File: src/rtl/wb_pkg.sv
// Shared types and constants for the write-back arbiter.
//   WB_XLEN / WB_NREGS / WB_ADDR_W : default result width, register count, address width
//   ZERO_REG                       : hard-wired zero register; results aimed at it are dropped
//   wb_entry_t                     : one buffered result {rd, data} at the default widths
package wb_pkg;

    localparam int unsigned WB_XLEN   = 32;
    localparam int unsigned WB_NREGS  = 32;
    localparam int unsigned WB_ADDR_W = $clog2(WB_NREGS);
    localparam int unsigned ZERO_REG  = 0;

    typedef struct packed {
        logic [WB_ADDR_W-1:0] rd;
        logic [WB_XLEN-1:0]   data;
    } wb_entry_t;

endpackage

File: src/rtl/rr_arbiter.sv
// Round-robin arbiter with an internal priority pointer.
//   clk, reset : clock and synchronous active-high reset (pointer -> 0)
//   req        : per-requester request
//   advance    : allow the pointer to move past this cycle's winner
//   grant      : one-hot grant, first requester at or after the pointer
//   any        : some requester was granted
module rr_arbiter #(
    parameter int unsigned N = 3
) (
    input  logic         clk,
    input  logic         reset,
    input  logic [N-1:0] req,
    input  logic         advance,
    output logic [N-1:0] grant,
    output logic         any
);

    localparam int unsigned PTR_W = (N > 1) ? $clog2(N) : 1;

    logic [PTR_W-1:0] ptr_q, ptr_d;
    int unsigned      idx;

    always_comb begin
        grant = '0;
        any   = 1'b0;
        ptr_d = ptr_q;
        idx   = 0;
        for (int unsigned off = 0; off < N; off++) begin
            idx = 32'(ptr_q) + off;
            if (idx >= N) begin
                idx = idx - N;
            end
            if (!any && req[idx]) begin
                grant[idx] = 1'b1;
                any        = 1'b1;
                ptr_d      = (idx == N - 1) ? '0 : PTR_W'(idx + 1);
            end
        end
        if (!advance) begin
            ptr_d = ptr_q;
        end
    end

    always_ff @(posedge clk) begin
        if (reset) begin
            ptr_q <= '0;
        end else begin
            ptr_q <= ptr_d;
        end
    end

endmodule

File: src/rtl/writeback_arbiter.sv
// Write-back arbiter: buffers one completed result per functional unit, round-robin
// arbitrates them onto the single register-file write port and pulses the scoreboard
// clear for the same register in the same cycle as the write.
//   clk, reset        : clock, synchronous active-high reset
//   flush             : drop every buffered result; no grant this cycle
//   src_valid/ready   : per-source handshake; src_rd / src_data carry the result
//   rf_we/waddr/wdata : registered register-file write
//   sb_clear/sb_addr  : registered scoreboard clear, identical timing and address to the write
//   pending           : number of occupied holding slots after the last edge
module writeback_arbiter
    import wb_pkg::*;
#(
    parameter int unsigned NUM_SRC = 3,
    parameter int unsigned XLEN    = WB_XLEN,
    parameter int unsigned NREGS   = WB_NREGS,
    localparam int unsigned ADDR_W = $clog2(NREGS),
    localparam int unsigned CNT_W  = $clog2(NUM_SRC + 1)
) (
    input  logic                             clk,
    input  logic                             reset,
    input  logic                             flush,
    input  logic [NUM_SRC-1:0]               src_valid,
    output logic [NUM_SRC-1:0]               src_ready,
    input  logic [NUM_SRC-1:0][ADDR_W-1:0]   src_rd,
    input  logic [NUM_SRC-1:0][XLEN-1:0]     src_data,
    output logic                             rf_we,
    output logic [ADDR_W-1:0]                rf_waddr,
    output logic [XLEN-1:0]                  rf_wdata,
    output logic                             sb_clear,
    output logic [ADDR_W-1:0]                sb_addr,
    output logic [CNT_W-1:0]                 pending
);

    logic [NUM_SRC-1:0]             hold_valid_q, hold_valid_d;
    logic [NUM_SRC-1:0][ADDR_W-1:0] hold_rd_q, hold_rd_d;
    logic [NUM_SRC-1:0][XLEN-1:0]   hold_data_q, hold_data_d;

    logic                           rf_we_q, rf_we_d;
    logic [ADDR_W-1:0]              rf_waddr_q, rf_waddr_d;
    logic [XLEN-1:0]                rf_wdata_q, rf_wdata_d;
    logic [CNT_W-1:0]               pending_q, pending_d;

    logic [NUM_SRC-1:0]             arb_req;
    logic [NUM_SRC-1:0]             grant;
    logic                           grant_any;
    logic [NUM_SRC-1:0]             accept;

    // Flush suppresses arbitration so buffered results are dropped rather than written.
    assign arb_req = flush ? '0 : hold_valid_q;

    rr_arbiter #(
        .N (NUM_SRC)
    ) u_rr_arbiter (
        .clk     (clk),
        .reset   (reset),
        .req     (arb_req),
        .advance (!flush),
        .grant   (grant),
        .any     (grant_any)
    );

    // A slot being granted this cycle can take a new result at the same edge.
    assign src_ready = (reset || flush) ? '0 : (~hold_valid_q | grant);
    assign accept    = src_valid & src_ready;

    always_comb begin
        hold_valid_d = hold_valid_q;
        hold_rd_d    = hold_rd_q;
        hold_data_d  = hold_data_q;
        for (int unsigned i = 0; i < NUM_SRC; i++) begin
            if (accept[i] && (src_rd[i] != ADDR_W'(ZERO_REG))) begin
                hold_valid_d[i] = 1'b1;
                hold_rd_d[i]    = src_rd[i];
                hold_data_d[i]  = src_data[i];
            end else if (grant[i]) begin
                // Also covers an x0 result arriving on a draining slot: it is simply lost.
                hold_valid_d[i] = 1'b0;
            end
        end
        if (flush) begin
            hold_valid_d = '0;
        end
    end

    always_comb begin
        rf_we_d    = grant_any;
        rf_waddr_d = rf_waddr_q;
        rf_wdata_d = rf_wdata_q;
        for (int unsigned i = 0; i < NUM_SRC; i++) begin
            if (grant[i]) begin
                rf_waddr_d = hold_rd_q[i];
                rf_wdata_d = hold_data_q[i];
            end
        end
    end

    always_comb begin
        pending_d = '0;
        for (int unsigned i = 0; i < NUM_SRC; i++) begin
            pending_d = pending_d + CNT_W'(hold_valid_d[i]);
        end
    end

    always_ff @(posedge clk) begin
        if (reset) begin
            hold_valid_q <= '0;
            hold_rd_q    <= '0;
            hold_data_q  <= '0;
            rf_we_q      <= 1'b0;
            rf_waddr_q   <= '0;
            rf_wdata_q   <= '0;
            pending_q    <= '0;
        end else begin
            hold_valid_q <= hold_valid_d;
            hold_rd_q    <= hold_rd_d;
            hold_data_q  <= hold_data_d;
            rf_we_q      <= rf_we_d;
            rf_waddr_q   <= rf_waddr_d;
            rf_wdata_q   <= rf_wdata_d;
            pending_q    <= pending_d;
        end
    end

    assign rf_we    = rf_we_q;
    assign rf_waddr = rf_waddr_q;
    assign rf_wdata = rf_wdata_q;
    // The clear shares the write flops so the two can never drift apart.
    assign sb_clear = rf_we_q;
    assign sb_addr  = rf_waddr_q;
    assign pending  = pending_q;

endmodule
File: config.mk
export PLATFORM = sky130hd
export DESIGN_NAME = writeback_arbiter
export DESIGN_NICKNAME = d
export VERILOG_FILES = /design/src/rtl/wb_pkg.sv /design/src/rtl/rr_arbiter.sv /design/src/rtl/writeback_arbiter.sv
export SDC_FILE = /design/constraint.sdc
export NUM_CORES = 1
export LEC_CHECK = 0
export BUFFER_PORTS_ARGS = -buffer_cell sky130_fd_sc_hd__buf_2
export CAP_MARGIN = 10
export CORE_MARGIN = 4
export CORE_UTILIZATION = 50
export CTS_BUF_LIST = sky130_fd_sc_hd__clkbuf_4 sky130_fd_sc_hd__clkbuf_8
export CTS_CLUSTER_SIZE = 20
export DETAILED_ROUTE_END_ITERATION = 7
export GPL_ROUTABILITY_DRIVEN = 0
export PLACE_DENSITY = 0.76
export SLEW_MARGIN = 20
export SYNTH_ARGS = -nofsm -noshare
export SYNTH_HDL_FRONTEND = slang
export SYNTH_SLANG_ARGS = --single-unit
export TNS_END_PERCENT = 5
File: constraint.sdc
create_clock -name clk -period 4.2 [get_ports clk]
set_input_delay 0.42 -clock clk [delete_from_list [all_inputs] [get_ports clk]]
set_output_delay 0.42 -clock clk [all_outputs]
set_load 0.01 [all_outputs]
After elaboration in Yosys (flattened, before gate mapping)
Cells that the tools add are included.
{"block": "totals", "regBits": 156, "inputBits": 117, "output_inout_bits": 49}
{"block": "classes", "addsub": 10, "order_cmp": 9, "n_eq_ne": 3, "mux": 42, "n_bitwise": 6, "n_reduce_logical": 17}
{"operator": "two-way mux 32 bit", "count": 6}
{"operator": "== test 32 x 2 -> 1 bit, second input constant", "count": 3}
{"operator": "greater-or-equal comparator 32 x 1 -> 1 bit, second input constant", "count": 3}
{"operator": "less-than comparator 32 x 3 -> 1 bit, second input constant", "count": 3}
{"operator": "greater-or-equal comparator 32 x 2 -> 1 bit, second input constant", "count": 2}
{"operator": "subtractor 32 x 2 -> 32 bit, second input constant", "count": 2}
{"operator": "two-way mux 3 bit", "count": 6}
{"operator": "two-way mux 1 bit", "count": 15}
{"operator": "two-way mux 5 bit", "count": 3}
{"operator": "nonzero test 5 bit", "count": 3}
{"operator": "two-way mux 2 bit", "count": 6}
{"operator": "OR 3 bit", "count": 3}
{"operator": "logical AND 1 bit", "count": 8}
{"operator": "adder 2 x 1 -> 2 bit, second input constant", "count": 3}
{"operator": "binary-select mux 1 bit (select 2 bit)", "count": 3}
{"operator": "demux 1 bit (select 2 bit)", "count": 3}
{"operator": "nonzero test 3 bit", "count": 2}
{"operator": "adder 2 x 1 -> 3 bit, second input constant", "count": 1}
{"operator": "adder 2 x 2 -> 3 bit, second input constant", "count": 1}
{"operator": "AND 3 bit", "count": 1}
{"operator": "NOT 3 bit", "count": 1}
{"operator": "subtractor 2 x 2 -> 3 bit, second input constant", "count": 1}
{"operator": "adder 1 x 1 -> 2 bit", "count": 1}
{"operator": "adder 2 x 1 -> 2 bit", "count": 1}
{"operator": "other kinds (5)", "count": 6}

Depth between registers and ports, before layout
{"block": "depth", "depth_word": 19, "ltp_mapped": 12, "mapped_depth_nobuf": 10}

Hierarchy
Synthesis repeated with hierarchy kept, for this count alone.
{"block": "hier_totals", "hier_cells": 853, "area_unflattened_um2": 6935.4}
{"module": "writeback_arbiter", "instances": 1, "cells_each": 799, "area_each_um2": 6508.7}
{"module": "rr_arbiter", "instances": 1, "cells_each": 54, "area_each_um2": 426.7}

Worst setup path after synthesis
Ideal clock, no wire load.
{"block": "synth_path", "path_type": "register to register", "from": "reg u_rr_arbiter.ptr_q[0]", "to": "reg pending_q[0] (netlist: pending[0])", "arrival_time_ps": 2664, "t_required_ps": 4072, "slack_ps": 1408, "path_stages_with_launch": 13, "path_buffers": 2, "path_cell_list": "dfxtp_1 -> inv_1 -> ha_1 -> mux2_4 -> a21o_1 -> and2_1 -> nor2_2 -> buf_4 -> buf_6 -> nand2_1 -> a21oi_1 -> fa_1 -> nor2b_1"}
{"block": "synth_between", "elab_chain_len": 19, "word_cells_on_any_way": 58}
{"item": "start, declared", "line_no": "rr_arbiter.sv:20", "rtl": "logic [PTR_W-1:0] ptr_q, ptr_d;"}
{"item": "start signal, assigned", "line_no": "rr_arbiter.sv:48", "rtl": "ptr_q <= ptr_d;"}
{"item": "adder 2 x 1 -> 3 bit (tied with other cells)", "line_no": "rr_arbiter.sv:29", "rtl": "idx = 32'(ptr_q) + off;"}
{"item": "subtractor 32 x 2 -> 32 bit (tied with other cells)", "line_no": "rr_arbiter.sv:31", "rtl": "idx = idx - N;"}
{"item": "two-way mux 32 bit (tied with other cells)", "line_no": "rr_arbiter.sv:30", "rtl": "if (idx >= N) begin"}
{"item": "greater-or-equal comparator 32 x 1 -> 1 bit (not written as such) (tied with other cells)", "line_no": "rr_arbiter.sv:34", "rtl": "grant[idx] = 1'b1;"}
{"item": "logical AND 1 bit (not written as such) (tied with other cells)", "line_no": "rr_arbiter.sv:34"}
{"item": "two-way mux 1 bit (not written as such) (tied with other cells)", "line_no": "rr_arbiter.sv:34"}
{"item": "demux 1 bit (select 2 bit) (tied with other cells)"}
{"item": "OR 3 bit (no source line) / two-way mux 1 bit (equally long branches)"}
{"item": "(+5 left out)"}
{"item": "AND 3 bit", "line_no": "writeback_arbiter.sv:64", "rtl": "assign accept = src_valid & src_ready;"}
{"item": "logical AND 1 bit", "line_no": "writeback_arbiter.sv:71", "rtl": "if (accept[i] && (src_rd[i] != ADDR_W'(ZERO_REG))) begin"}
{"item": "two-way mux 1 bit (*)", "line_no": "writeback_arbiter.sv:71"}
{"item": "two-way mux 3 bit (*)", "line_no": "writeback_arbiter.sv:80", "rtl": "if (flush) begin"}
{"item": "net hold_valid_d[1]", "line_no": "writeback_arbiter.sv:34", "rtl": "logic [NUM_SRC-1:0] hold_valid_q, hold_valid_d;"}
{"item": "adder 1 x 1 -> 2 bit (*)", "line_no": "writeback_arbiter.sv:100", "rtl": "pending_d = pending_d + CNT_W'(hold_valid_d[i]);"}
{"item": "adder 2 x 1 -> 2 bit (*)", "line_no": "writeback_arbiter.sv:100"}
{"item": "net pending_d[0]", "line_no": "writeback_arbiter.sv:41", "rtl": "logic [CNT_W-1:0] pending_q, pending_d;"}
{"item": "end signal, assigned", "line_no": "writeback_arbiter.sv:120", "rtl": "pending_q <= pending_d;"}
{"item": "end, declared", "line_no": "writeback_arbiter.sv:41"}
The timed path passes the listed nets; every way through them passes the cells marked *. The select of a mux whose other input is x is not followed.
A chain may end at the register's enable or synchronous reset.

Worst setup path in the final report
{"block": "layout_path", "from": "reg u_rr_arbiter.ptr_q[0]", "to": "out src_ready[1]"}
{"block": "layout_between", "elab_chain_len": 13, "word_cells_on_any_way": 45}
{"item": "adder 2 x 1 -> 3 bit (tied with other cells)", "line_no": "rr_arbiter.sv:29"}
{"item": "subtractor 32 x 2 -> 32 bit (tied with other cells)", "line_no": "rr_arbiter.sv:31"}
{"item": "two-way mux 32 bit (tied with other cells)", "line_no": "rr_arbiter.sv:30"}
{"item": "greater-or-equal comparator 32 x 1 -> 1 bit (not written as such) (tied with other cells)", "line_no": "rr_arbiter.sv:34"}
{"item": "logical AND 1 bit (not written as such) (tied with other cells)", "line_no": "rr_arbiter.sv:34"}
{"item": "two-way mux 1 bit (not written as such) (tied with other cells)", "line_no": "rr_arbiter.sv:34"}
{"item": "demux 1 bit (select 2 bit) (tied with other cells)"}
{"item": "OR 3 bit (no source line) / two-way mux 1 bit (equally long branches)"}
{"item": "two-way mux 3 bit / logical NOT 1 bit (equally long branches)", "line_no": "rr_arbiter.sv:33", "rtl": "if (!any && req[idx]) begin"}
{"item": "OR 3 bit (no source line) / logical AND 1 bit (equally long branches)"}
{"item": "two-way mux 3 bit (*)", "line_no": "rr_arbiter.sv:33"}
{"item": "OR 3 bit (*)", "line_no": "writeback_arbiter.sv:63", "rtl": "assign src_ready = (reset || flush) ? '0 : (~hold_valid_q | grant);"}
{"item": "two-way mux 3 bit (*)", "line_no": "writeback_arbiter.sv:63"}
{"item": "end, declared", "line_no": "writeback_arbiter.sv:23", "rtl": "output logic [NUM_SRC-1:0] src_ready,"}
Mark *: on every way between the ends. The rest lies on a longest branch, timed or not. The select of a mux whose other input is x is not followed.

==> results.toml <==
[clock_tree]
cts_setup_buffers = 0
numCtsBuffers = 17
cts_sinks = 156
ctsHtreeMaxLevel = 4
cts_hold_buf = 0
root_buffer = "clkbuf_8"
cts_tree = "done"
cts_buffer_depth = 2
clock_latency_ns = 0.45
cts.reportedPaths.clkPinSlew_ns = 0.08
cts_resized = 0

[final_layout]
final_cells = 1082
diodes = 0
multiInputGateArea_um2 = 3451
final-seq-area_um2 = 3123
drive_above_1_share = 0.2903
nNetsFinal = 1016
fillers = 1190
stdcell_area_um2 = 8167
syn_to_final_growth_pct = 17.86

[setup_path]
cp.buffers_inverters = 3
cpMaxStageDelayCell = "buf_4"
r2r_slack_ns = 1.02
critPathLaunchType = "register"
ff2ff_path_depth = 9
cp_top_family = "buffers and inverters"
r2r-start = "u_rr_arbiter.ptr_q[0]"
cp-end-kind = "output pin"
max_stage_delay_ns = 0.56
r2r_end = "rf_wdata[22]"
crit_type = "register to output pin"
arrival_ns = 2.99
worstPathMaxFanout = 38
worst-endpoint-required_ns = 3.78
path_cells = "inv_1 -> ha_1 -> mux2_4 -> a21o_1 -> and2_1 -> nor2_4 -> buf_4 -> a21oi_1 -> buf_2"

[global_route]
grt_usage = 0.2388
overflow = 0
grt_pass1_wl_um = 30440
grt_max_degree = 68
grt_pass1_vias = 6003
antenna_found_initial = 0

[floorplan]
top_level_ports = 166
num_rows = 42
fp.dieH_um = 125.7
core_area_um2 = 13400
initial_utilization = 0.5171
die_w_um = 125.7
die-area_um2 = 15810

[synth]
yosys_warnings = 0
synth_flop_cell = "dfxtp_1"
synthArstFlopShare = 0
yosysSeqAreaShare = 0.4507
synthCells = 769
synthDistinctLibCells = 49
synth_area_um2 = 6929
synth_commonest_cells = "156 x dfxtp_1, 108 x nand3_1, 84 x a21oi_1"
yosysMostFrequentCell = "dfxtp_1"
ys_seq_elements = 156
synth_top_area_cell = "dfxtp_1"
ys_top_cells_by_area = "dfxtp_1 45%, nand3_1 7.8%, mux2_2 6.5%, a21oi_1 6.1%, mux2i_1 5.6%"
syn_area_per_cell_um2 = 9.011
synth_edf_count = 0
syn-num-nets = 891
synth.top_cell.area_share = 0.4507

[placed_design]
pre_cts_ws_ns = 0.9989
place_inst = 1050
portBuffers = 165
placed_area_um2 = 7735
dp_hpwl_um = 12420

[power_and_ir_drop]
p_int_w = 0.002349
pwr-share-clk = 0.346
combinationalPowerShare = 0.169
powerDensity_nw_per_um2 = 400.9
seqPwrFrac = 0.485
switching_share = 0.2825
power.leakage_nw = 3.448
irDropWorstVdd_uv = 287.0
p_sw_w = 0.0009247

[sta]
fin_ws_ns = 0.7891
finalSetupViolCount = 0
drv_slew = 0
timing.max_slew.rel_slack = 0.2903
rsz0062_at_grt = "no"
fin_worst_skew_ns = 0.01460
fin_tns_setup_ns = 0
max_freq_mhz = 293.2
timing.final.hold_violations = 0
fin_crit_sh = 0.8121
post-route-min-period_ns = 3.411
hold_slack_ns = 0.1903
tightestPinTransition_ns = 1.060

[min_path]
hold_path_depth = 2
hp-start = "src_data[88]"
timing.hold.worst.class = "input port to register"
min_to = "hold_data_q[88]"

[route]
first_pass_iters = 6
wl_per_cell_um = 17.58
totalWireLength_um = 19030
drt_iter0_drc = 572
drc_errors = 0
viasPerCell = 5.631
dr_total_vias = 6093
drtAntennaViolNets = 0

[run_status]
status = "finished, final reports clean"

[run]
cap_violations = 0
==> final cells by class <==
cell class,instances,share of cell area
Inverter,8,0.003677
Multi-Input combinational cell,534,0.4226
Timing Repair Buffer,177,0.1149
Clock buffer,21,0.03539
Sequential cell,156,0.3824
Clock inverter,10,0.01410
Tap cell,176,0.02696
==> worst reg2reg max path: cells and delay by family, from the launching register on <==
family	cells	cell delay, ns
buffers and inverters	2	0.36
and+or+nand+nor	2	0.55
AOI/OAI and AO/OA	4	1.55
adders and majority gates	1	0.27
DFF	1	0.38
==> routing by layer <==
layer	wire length (um)	vias to the layer above	track usage	part of all wire
met5	0	-	0	0
met4	469	0	0.1097	0.025
met3	1311	37	0.05080	0.069
met2	8958	230	0.3886	0.47
met1	8286	2831	0.3044	0.44
li1	-	2995	-	-
==> worst max path at each step <==
stage	slack, ns	endpoint	start	depth (start not counted)
2_1_floorplan	1.41	pending[0]	u_rr_arbiter.ptr_q[0]	12
3_3_place_gp	1.15	rf_wdata[10]	u_rr_arbiter.ptr_q[0]	8
3_5_place_dp	1.0	rf_wdata[24]	u_rr_arbiter.ptr_q[0]	8
4_1_cts	0.76	src_ready[1]	u_rr_arbiter.ptr_q[0]	9
5_1_grt	0.60	src_ready[1]	u_rr_arbiter.ptr_q[0]	9
6_report	0.79	src_ready[1]	u_rr_arbiter.ptr_q[0]	9
==> per-stage QoR <==
| step | utilization | total power [W] |
|---|---|---|
| after CTS | 0.6074 | 0.003283 |
| after floorplan | - | 0.001985 |
| after global placement | 0.5772 | 0.002150 |
| final | 0.6094 | 0.003274 |
| after detailed placement | 0.5772 | 0.002159 |
| after global routing | 0.6094 | 0.003422 |
==> state kept, by name, summed over array words and instances, names as in the netlist <==
signal,cells
hold_data_q,96
rf_wdata,32
hold_rd_q,15
rf_waddr,5
hold_valid_q,3
pending,2
u_rr_arbiter.ptr_q,2
rf_we,1
==> power groups by stage <==
stage	Sequential [W]	Clock (W)	Combinational, W
after floorplan	0.00162	0	0.000366
after global placement	0.00162	0	0.000530
after detailed placement	0.00162	0	0.000537
after CTS	0.00159	0.00116	0.000540
after global routing	0.00160	0.00122	0.000601
final	0.00159	0.00113	0.000552
==> layout by cell type, fill, tap and decap left out, drive strengths merged, types with 11 or more instances in the layout <==
| cell | count |
|---|---|
| a21oi | 85 |
| clkbuf | 21 |
| o211ai | 37 |
| o21ai | 77 |
| dfxtp | 156 |
| mux2i | 39 |
| mux2 | 41 |
| nor2b | 42 |
| nand2 | 45 |
| nor2 | 11 |
| nand3 | 108 |
| buf | 177 |
==> kinds of logic after synthesis <==
kind of cell    share of synthesized area
mux                                0.1235
compound gates                     0.1863
flops                              0.4507
buf+inv                           0.05887
simple gates                       0.1705
fa+ha+maj                         0.01011
No activity file was read; power rests on OpenSTA's default activity.
